===== src/rtl/motor_cmd_ramp.sv =====
// Slew-limited on-time/direction command for an H-bridge PWM stage.
// Direction reversals ramp to zero and hold dead periods before flipping.
module motor_cmd_ramp #(
   parameter int unsigned PWM_PERIOD_FREQ_HZ = 2000,
   parameter int unsigned CLOCK_FREQ_HZ      = 100000000,
   parameter int unsigned DEAD_PERIODS       = 4
) (
   input  logic        clk,
   input  logic        reset,
   input  logic        enable,
   input  logic        cmd_valid,
   input  logic [31:0] target_on_time,
   input  logic        target_dir,
   input  logic [15:0] step,
   output logic [31:0] on_time_out,
   output logic        dir_out,
   output logic        period_tick,
   output logic        at_target
);

   localparam int unsigned PERIOD_TICKS = CLOCK_FREQ_HZ / PWM_PERIOD_FREQ_HZ;
   localparam logic [31:0] PT        = 32'(PERIOD_TICKS);
   localparam logic [31:0] LAST      = 32'(PERIOD_TICKS - 1);
   localparam logic [31:0] DEAD_INIT = 32'(DEAD_PERIODS);

   typedef enum logic [1:0] {IDLE, RUN, DEAD} state_t;

   state_t      state;
   logic [31:0] cnt;
   logic [31:0] tgt;
   logic        tgt_dir;
   logic [31:0] dead_cnt;

   logic        tick;
   logic [32:0] eff;
   logic [32:0] up;
   logic [32:0] dn;
   logic [31:0] ramp_next;
   logic [31:0] rev_next;

   assign tick        = (cnt == LAST);
   assign period_tick = tick;

   // All arithmetic is 33 bits so carry/borrow drive the saturation.
   always_comb begin
      eff = enable ? {1'b0, tgt} : 33'd0;
      up  = {1'b0, on_time_out} + {17'd0, step};
      dn  = {1'b0, on_time_out} - {17'd0, step};
      if (step == 16'd0)
         ramp_next = eff[31:0];
      else if ({1'b0, on_time_out} < eff)
         ramp_next = (up > eff) ? eff[31:0] : up[31:0];
      else
         ramp_next = (dn[32] || dn < eff) ? eff[31:0] : dn[31:0];
      rev_next = (step == 16'd0 || dn[32]) ? 32'd0 : dn[31:0];
   end

   always_ff @(posedge clk) begin
      if (reset) begin
         state       <= IDLE;
         cnt         <= '0;
         tgt         <= '0;
         tgt_dir     <= 1'b0;
         dead_cnt    <= '0;
         on_time_out <= '0;
         dir_out     <= 1'b0;
         at_target   <= 1'b0;
      end else begin
         cnt <= tick ? 32'd0 : cnt + 32'd1;
         if (cmd_valid) begin
            tgt     <= (target_on_time > PT) ? PT : target_on_time;
            tgt_dir <= target_dir;
         end
         at_target <= (state == RUN) && enable &&
                      (on_time_out == tgt) && (dir_out == tgt_dir);
         case (state)
            IDLE: begin
               on_time_out <= '0;
               if (enable) begin
                  dir_out <= tgt_dir;
                  state   <= RUN;
               end
            end
            RUN: begin
               if (tick) begin
                  if (enable && tgt_dir != dir_out) begin
                     if (on_time_out != 32'd0) begin
                        on_time_out <= rev_next;
                     end else begin
                        dead_cnt <= DEAD_INIT;
                        state    <= DEAD;
                     end
                  end else begin
                     on_time_out <= ramp_next;
                     if (!enable && on_time_out == 32'd0)
                        state <= IDLE;
                  end
               end
            end
            DEAD: begin
               on_time_out <= '0;
               if (!enable) begin
                  state <= IDLE;
               end else if (tick) begin
                  if (dead_cnt <= 32'd1) begin
                     dead_cnt <= '0;
                     dir_out  <= tgt_dir;
                     state    <= RUN;
                  end else begin
                     dead_cnt <= dead_cnt - 32'd1;
                  end
               end
            end
            default: state <= IDLE;
         endcase
      end
   end

endmodule


===== config.mk =====
export PLATFORM = sky130hd
export DESIGN_NAME = motor_cmd_ramp
export DESIGN_NICKNAME = d
export VERILOG_FILES = /design/src/rtl/motor_cmd_ramp.sv
export SDC_FILE = /design/constraint.sdc
export NUM_CORES = 1
export LEC_CHECK = 0
export ABC_AREA = 1
export CAP_MARGIN = 20
export CORE_ASPECT_RATIO = 1.25
export CORE_MARGIN = 4
export CORE_UTILIZATION = 55
export DETAILED_ROUTE_END_ITERATION = 16
export GPL_TIMING_DRIVEN = 0
export PLACE_DENSITY = 0.75
export SYNTH_ARGS = -nofsm -noshare
export SYNTH_HDL_FRONTEND = slang
export SYNTH_SLANG_ARGS = --single-unit

===== constraint.sdc =====
create_clock -name clk -period 5.3 [get_ports clk]
set_clock_uncertainty 0.2 [all_clocks]
set_input_delay 1.06 -clock clk [delete_from_list [all_inputs] [get_ports clk]]
set_output_delay 1.06 -clock clk [all_outputs]
set_load 0.03 [all_outputs]

==> results of run 1 <==
## state kept, by name, indices dropped and copies added, names as in the netlist
register / cells
at_target: 1
dir_out: 1
cnt: 32
state: 2
dead_cnt: 32
tgt: 32
tgt_dir: 1
on_time_out: 32
## area by class of cell
cell class	instances	area, µm²	area share [%]
multi-input cells	1678	10100	61.8
flip-flops and latches	133	2660	16.2
repair buffers	117	1100	6.69
inverters	263	997	6.09
plain buffers	79	497	3.03
clock buffers	18	439	2.68
well taps	325	407	2.48
clock inverters	14	166	1.02
## routing by layer
| layer | routed length, µm | up-vias | track usage (%) | part of all wire (%) |
|---|---|---|---|---|
| li1 | - | 7388 | - | - |
| met1 | 20200 | 7276 | 46.8 | 37 |
| met2 | 24800 | 920 | 65.3 | 46 |
| met3 | 5180 | 257 | 5.41 | 9.5 |
| met4 | 4250 | 0 | 23.0 | 7.8 |
| met5 | 0 | - | 0 | 0 |
## repair_timing
item,in CTS,in global routing
endpoints found under the setup margin,32,32
setup buffers,9,23
gates resized for setup,31,165
hold endpoints to repair,0,0
pin swaps,8,37
## synthesized netlist by cell type (all sizes together), types with 38 or more instances
library cell and n:
xor2 69, nand4 45, nor2 205, clkbuf 38
inv 261, a21oi 209, ha 129, nor3 59
nand2 558, buf 41, o21ai 119, dfxtp 133
nand3 144
## how the worst max path moves through the flow
stage	startpoint	endpoint	slack [ps]	cells after the start
global placement	step[15]	on_time_out[28]$_SDFFE_PP0P_	-1080	27
detailed placement	step[15]	on_time_out[28]$_SDFFE_PP0P_	-1060	27
CTS	step[2]	on_time_out[17]$_SDFFE_PP0P_	-6	31
finish	step[2]	on_time_out[28]$_SDFFE_PP0P_	20	27
global route	step[2]	on_time_out[28]$_SDFFE_PP0P_	-140	27
floorplan	step[0]	on_time_out[6]$_SDFFE_PP0P_	730	24
## per-stage QoR
stage                     TNS, ps  hold WS, ps  setup slack (ps)
final                           0          260              23.9
after global routing        -1780          279              -143
after CTS                   -5.71          255             -5.71
after detailed placement   -30170          239             -1060
after global placement     -30380          229             -1080
after floorplan                 0          218               731
## layout by cell type (no fill, tap or decap), drive strengths merged, types with 2 or more instances in the layout
cell type	netlist	layout
a2111oi	2	2
a21o	5	5
a21oi	209	209
a221oi	5	5
a31oi	6	6
and2	6	6
and3	2	2
buf	41	72
bufinv	0	2
clkbuf	38	57
clkdlybuf4s50	0	83
clkinv	2	6
clkinvlp	0	2
dfxtp	133	133
fa	2	2
ha	129	129
inv	261	267
nand2	558	558
nand3	144	144
nand3b	4	4
nand4	45	45
nor2	205	205
nor3	59	59
nor3b	6	6
nor4	35	35
o211ai	10	10
o21a	6	6
o21ai	119	119
o21bai	7	7
o22ai	8	8
o31ai	4	4
or2	4	4
xnor2	21	21
xor2	69	69
## cell families (layout without fill, tap and decap cells)
group	after synthesis	count (layout)
compound gates	386	386
xor+xnor	90	90
fa+ha+maj	131	131
buf+inv	342	491
flops	133	133
simple gates	1071	1071
==> metrics, run 1 <==
DR pass1 iterations=6; num rows=63; Critical R2R Capture=on_time_out[17]$_SDFFE_PP0P_; Synth Area in Adders=12.3%; Post-Place Cell Area=14800 µm²; Worst path top cell family by delay=simple AND/OR/NAND/NOR gates; grt total ovfl=0; Mapped Cells=2153; Avg WL per Cell=20.7 µm; final setup vio count=0; ranking of synthesized cells by area=dfxtp_1, nand2_1, ha_1; HPWL after DPL=42100 µm; CP bufs+invs=5; number of cells on the worst hold path=1; Net Count, Synth=2337; clk sinks=133; drt initial violations=1632; proportion of layout cells with a drive suffix above 1=14.0%; Initial Utilization=56.3%; min-delay src=cnt[0]$_SDFF_PP0_; initial antenna violation count=0; post-synthesis compound-gate area fraction=16.3%; R2R depth=26; DRT antenna net count=0; endpoint class of the critical path=flip-flop; vias in the first global route=14900; Yosys top cell by area=dfxtp_1; share of the synthesized area in the top cell type=19.7%; Least-Margin Pin Slew=976 ps; IO Pins=88; Synth Area in Simple Gates=35.3%; #FFs+latches synth=133; ys async rst share=0%; GP Congestion=1.09; height of the chip=183 µm; Avg Cell Area, Syn=6.27 µm²; worst rel slew slack=34.9%; final WL=54400 µm; Synth Area in XOR/XNOR=5.84%; clk_lat worst skew=450 ps; placed cell count=2563; Root Buffer=clkbuf_16; kind of critical path=in -> reg; Post-synth EDFFs=0; CP most frequent cell=nand2_1; WHS Endpoint=cnt[0]$_SDFF_PP0_; antenna cells=0; warning count from the yosys run=0; first-pass GRT wire length=81700 µm; Crit-path slowest cell=clkdlybuf4s50_1; H-tree depth=4; Chip Width=148 µm; Finished Layout Cells=2627; Total GRT Usage=38.7%; Remaining DRCs=0; Reg clk slew, reported paths=70 ps; CP startpoint kind=input port; multiplexer area fraction after synthesis=0%; Fmax=190 MHz; Layout area overhead=21.4%; Fill cells=2238; final hold viol count=0; Synth Flop Type=dfxtp_1; Slew Viols, Final=0; Req. time, crit path=5450 ps; number of CTS-inserted buffers=17; Seq/Total Area, Yosys=19.7%; fin crit share=99.5%; CP max FO=10; Cell Area, Synth=13500 µm²; largest family of logic cells by synthesized area=simple AND/OR/NAND/NOR gates; R2R Path Start=on_time_out[1]$_SDFFE_PP0P_; routed vias/inst=6.03; Hold-fix buffers, CTS=0; Vias=15800; Period minus WS final=5280 ps; MaxCap Viol Count=0; HP Class=reg -> reg; I/O Buffers=85; Netlist cell types=65; run status=finished, final reports clean; flop2flop setup slack=370 ps; CP arrival=5420 ps; pin count of the biggest net entering global routing=17; total die area=27100 µm²; CP max stage delay=490 ps; core footprint=24000 µm²; CTS max path bufs=2; final instance area=16400 µm²; nets=2473; Layout Utilization=68.4%; CTS tree=yes
Power of run 1 is not shown: default switching activity piles up to over one toggle a cycle in this logic, so the estimate is an artifact.
==> run 2, diff against run 1 <==
Settings changed: CORE_UTILIZATION 55 to 60, PLACE_DENSITY 0.75 to 0.81.
==> metrics, run 2 (same netlist as run 1, synthesis figures left out) <==
clk sinks=133 (unchanged); fin crit share=99.5% (about the same); Least-Margin Pin Slew=965 ps (was 976 ps); num rows=61 (was 63); Period minus WS final=5280 ps (about the same); CP arrival=5440 ps (was 5420 ps); Avg WL per Cell=21.2 µm (was 20.7 µm); antenna cells=0 (unchanged); kind of critical path=in -> reg (unchanged); Vias=16100 (was 15800); routed vias/inst=6.25 (was 6.03); MaxCap Viol Count=0 (unchanged); RSZ-0062 raised after global routing=yes; IO Pins=88 (unchanged); Critical R2R Capture=on_time_out[17]$_SDFFE_PP0P_ (unchanged); R2R depth=26 (unchanged); setup_tns=0 ps (unchanged); WHS Endpoint=cnt[0]$_SDFF_PP0_ (unchanged); DRT antenna net count=0 (unchanged); number of CTS-inserted buffers=17 (unchanged); Remaining DRCs=0 (unchanged); height of the chip=176 µm (was 183 µm); Slew Viols, Final=0 (unchanged); R2R Path Start=on_time_out[1]$_SDFFE_PP0P_ (unchanged); Fill cells=1842 (was 2238); Root Buffer=clkbuf_16 (unchanged); initial antenna violation count=0 (unchanged); DR pass1 iterations=8 (was 6); number of cells on the worst hold path=1 (unchanged); CP startpoint kind=input port (unchanged); Initial Utilization=60.8% (was 56.3%); HPWL after DPL=41600 µm (was 42100 µm); Fmax=190 MHz (about the same); GP Congestion=1.03 (was 1.09); most common cell after layout, fill and taps aside=nand2_1 (unchanged); Total GRT Usage=42.2% (was 38.7%); HP Class=reg -> reg (unchanged); flop2flop setup slack=320 ps (was 370 ps); Chip Width=142 µm (was 148 µm); Req. time, crit path=5460 ps (was 5450 ps); Reg clk slew, reported paths=70 ps (about the same); nets=2465 (was 2473); endpoint class of the critical path=flip-flop (unchanged); final WL=54800 µm (was 54400 µm); drt initial violations=1913 (was 1632); grt total ovfl=0 (unchanged); proportion of layout cells with a drive suffix above 1=13.9% (was 14.0%); Hold-fix buffers, CTS=0 (unchanged); final hold viol count=0 (unchanged); I/O Buffers=85 (unchanged); Layout area overhead=20.8% (was 21.4%); total die area=25000 µm² (was 27100 µm²); final setup vio count=0 (unchanged); CP max FO=10 (unchanged); worst rel slew slack=35.7% (was 34.9%); core footprint=22200 µm² (was 24000 µm²); clk_lat worst skew=450 ps (about the same); run status=finished, final reports clean (unchanged); H-tree depth=4 (unchanged); CTS max path bufs=2 (unchanged); pin count of the biggest net entering global routing=17 (unchanged); vias in the first global route=15000 (was 14900); first-pass GRT wire length=81700 µm (about the same); min-delay src=cnt[0]$_SDFF_PP0_ (unchanged); most frequent cells in the layout=nand2_1, inv_1, nor2_1, a21oi_1, dfxtp_1 (unchanged); CTS tree=yes (unchanged)
## run 2: cell count changes in the layout (fill, tap and decap cells not counted), sizes merged
cell | previous run | this run
dlymetal6s2s | 1 | 2
clkdlybuf4s50 | 83 | 82
clkinv | 6 | 5
inv | 267 | 269
buf | 72 | 63
## run 2: stage by stage
step	std cells	setup slack [ps]	hold slack, ps	utilization, %	area [µm²]
after floorplan	2153	731	218	-	13500
after global placement	2521	-1040	231	66.2	14700
after detailed placement	2521	-1030	239	66.2	14700
after CTS	2562	7.94	255	69.9	15500
after global routing	2577	-75.2	284	73.4	16300
final	2577	24.3	254	73.4	16300
## run 2: critical path: stages
cell,delay (ps)
clkdlybuf4s50_1,560
clkbuf_1,430
clkbuf_2,350
nand2_1,280
ha_1,380
a21oi_1,150
nand2_1,120
nand2_1,80
nand2_1,130
nand3_1,100
nand2_1,120
nand3_1,100
nand2_1,230
inv_2,320
buf_2,350
nand3_1,180
nand2_1,90
nand2_1,70
nand2_1,110
nand2_1,80
a21oi_2,140
## run 2: layout make-up
| cell class | count | area, µm² | area share [%] |
|---|---|---|---|
| timing repair buffer | 109 | 1060 | 6.48 |
| clock buffer | 17 | 425 | 2.61 |
| clock inverter | 15 | 208 | 1.27 |
| inverter | 263 | 1000 | 6.14 |
| sequential | 133 | 2660 | 16.3 |
| buffer | 79 | 497 | 3.05 |
| tap | 283 | 354 | 2.17 |
| multi-input combinational | 1678 | 10100 | 62.0 |
## run 2: worst max path at each step
stage,to,startpoint,slack [ps],cells past startpoint
floorplan,on_time_out[6]$_SDFFE_PP0P_,step[0],730,24
global placement,on_time_out[28]$_SDFFE_PP0P_,step[15],-1040,27
detailed placement,on_time_out[28]$_SDFFE_PP0P_,step[15],-1030,27
CTS,on_time_out[28]$_SDFFE_PP0P_,step[14],8,29
global route,on_time_out[28]$_SDFFE_PP0P_,step[5],-80,30
finish,on_time_out[28]$_SDFFE_PP0P_,enable,20,21
## run 2: what timing repair did
action / in CTS / in global routing
buffers inserted: 9 / 14
endpoints found under the setup margin: 32 / 32
pin swaps: 7 / 43
gates resized for setup: 29 / 163
cloned: 0 / 1
## run 2: layer usage
metal  vias up  GRT usage (%)  wire length, µm
li1       7382              -                -
met1      7344           50.6            19800
met2      1098           67.9            24700
met3       285           8.31             5740
met4         0           28.2             4530
met5         -              0                0
Power of run 2 is left out for the same reason.
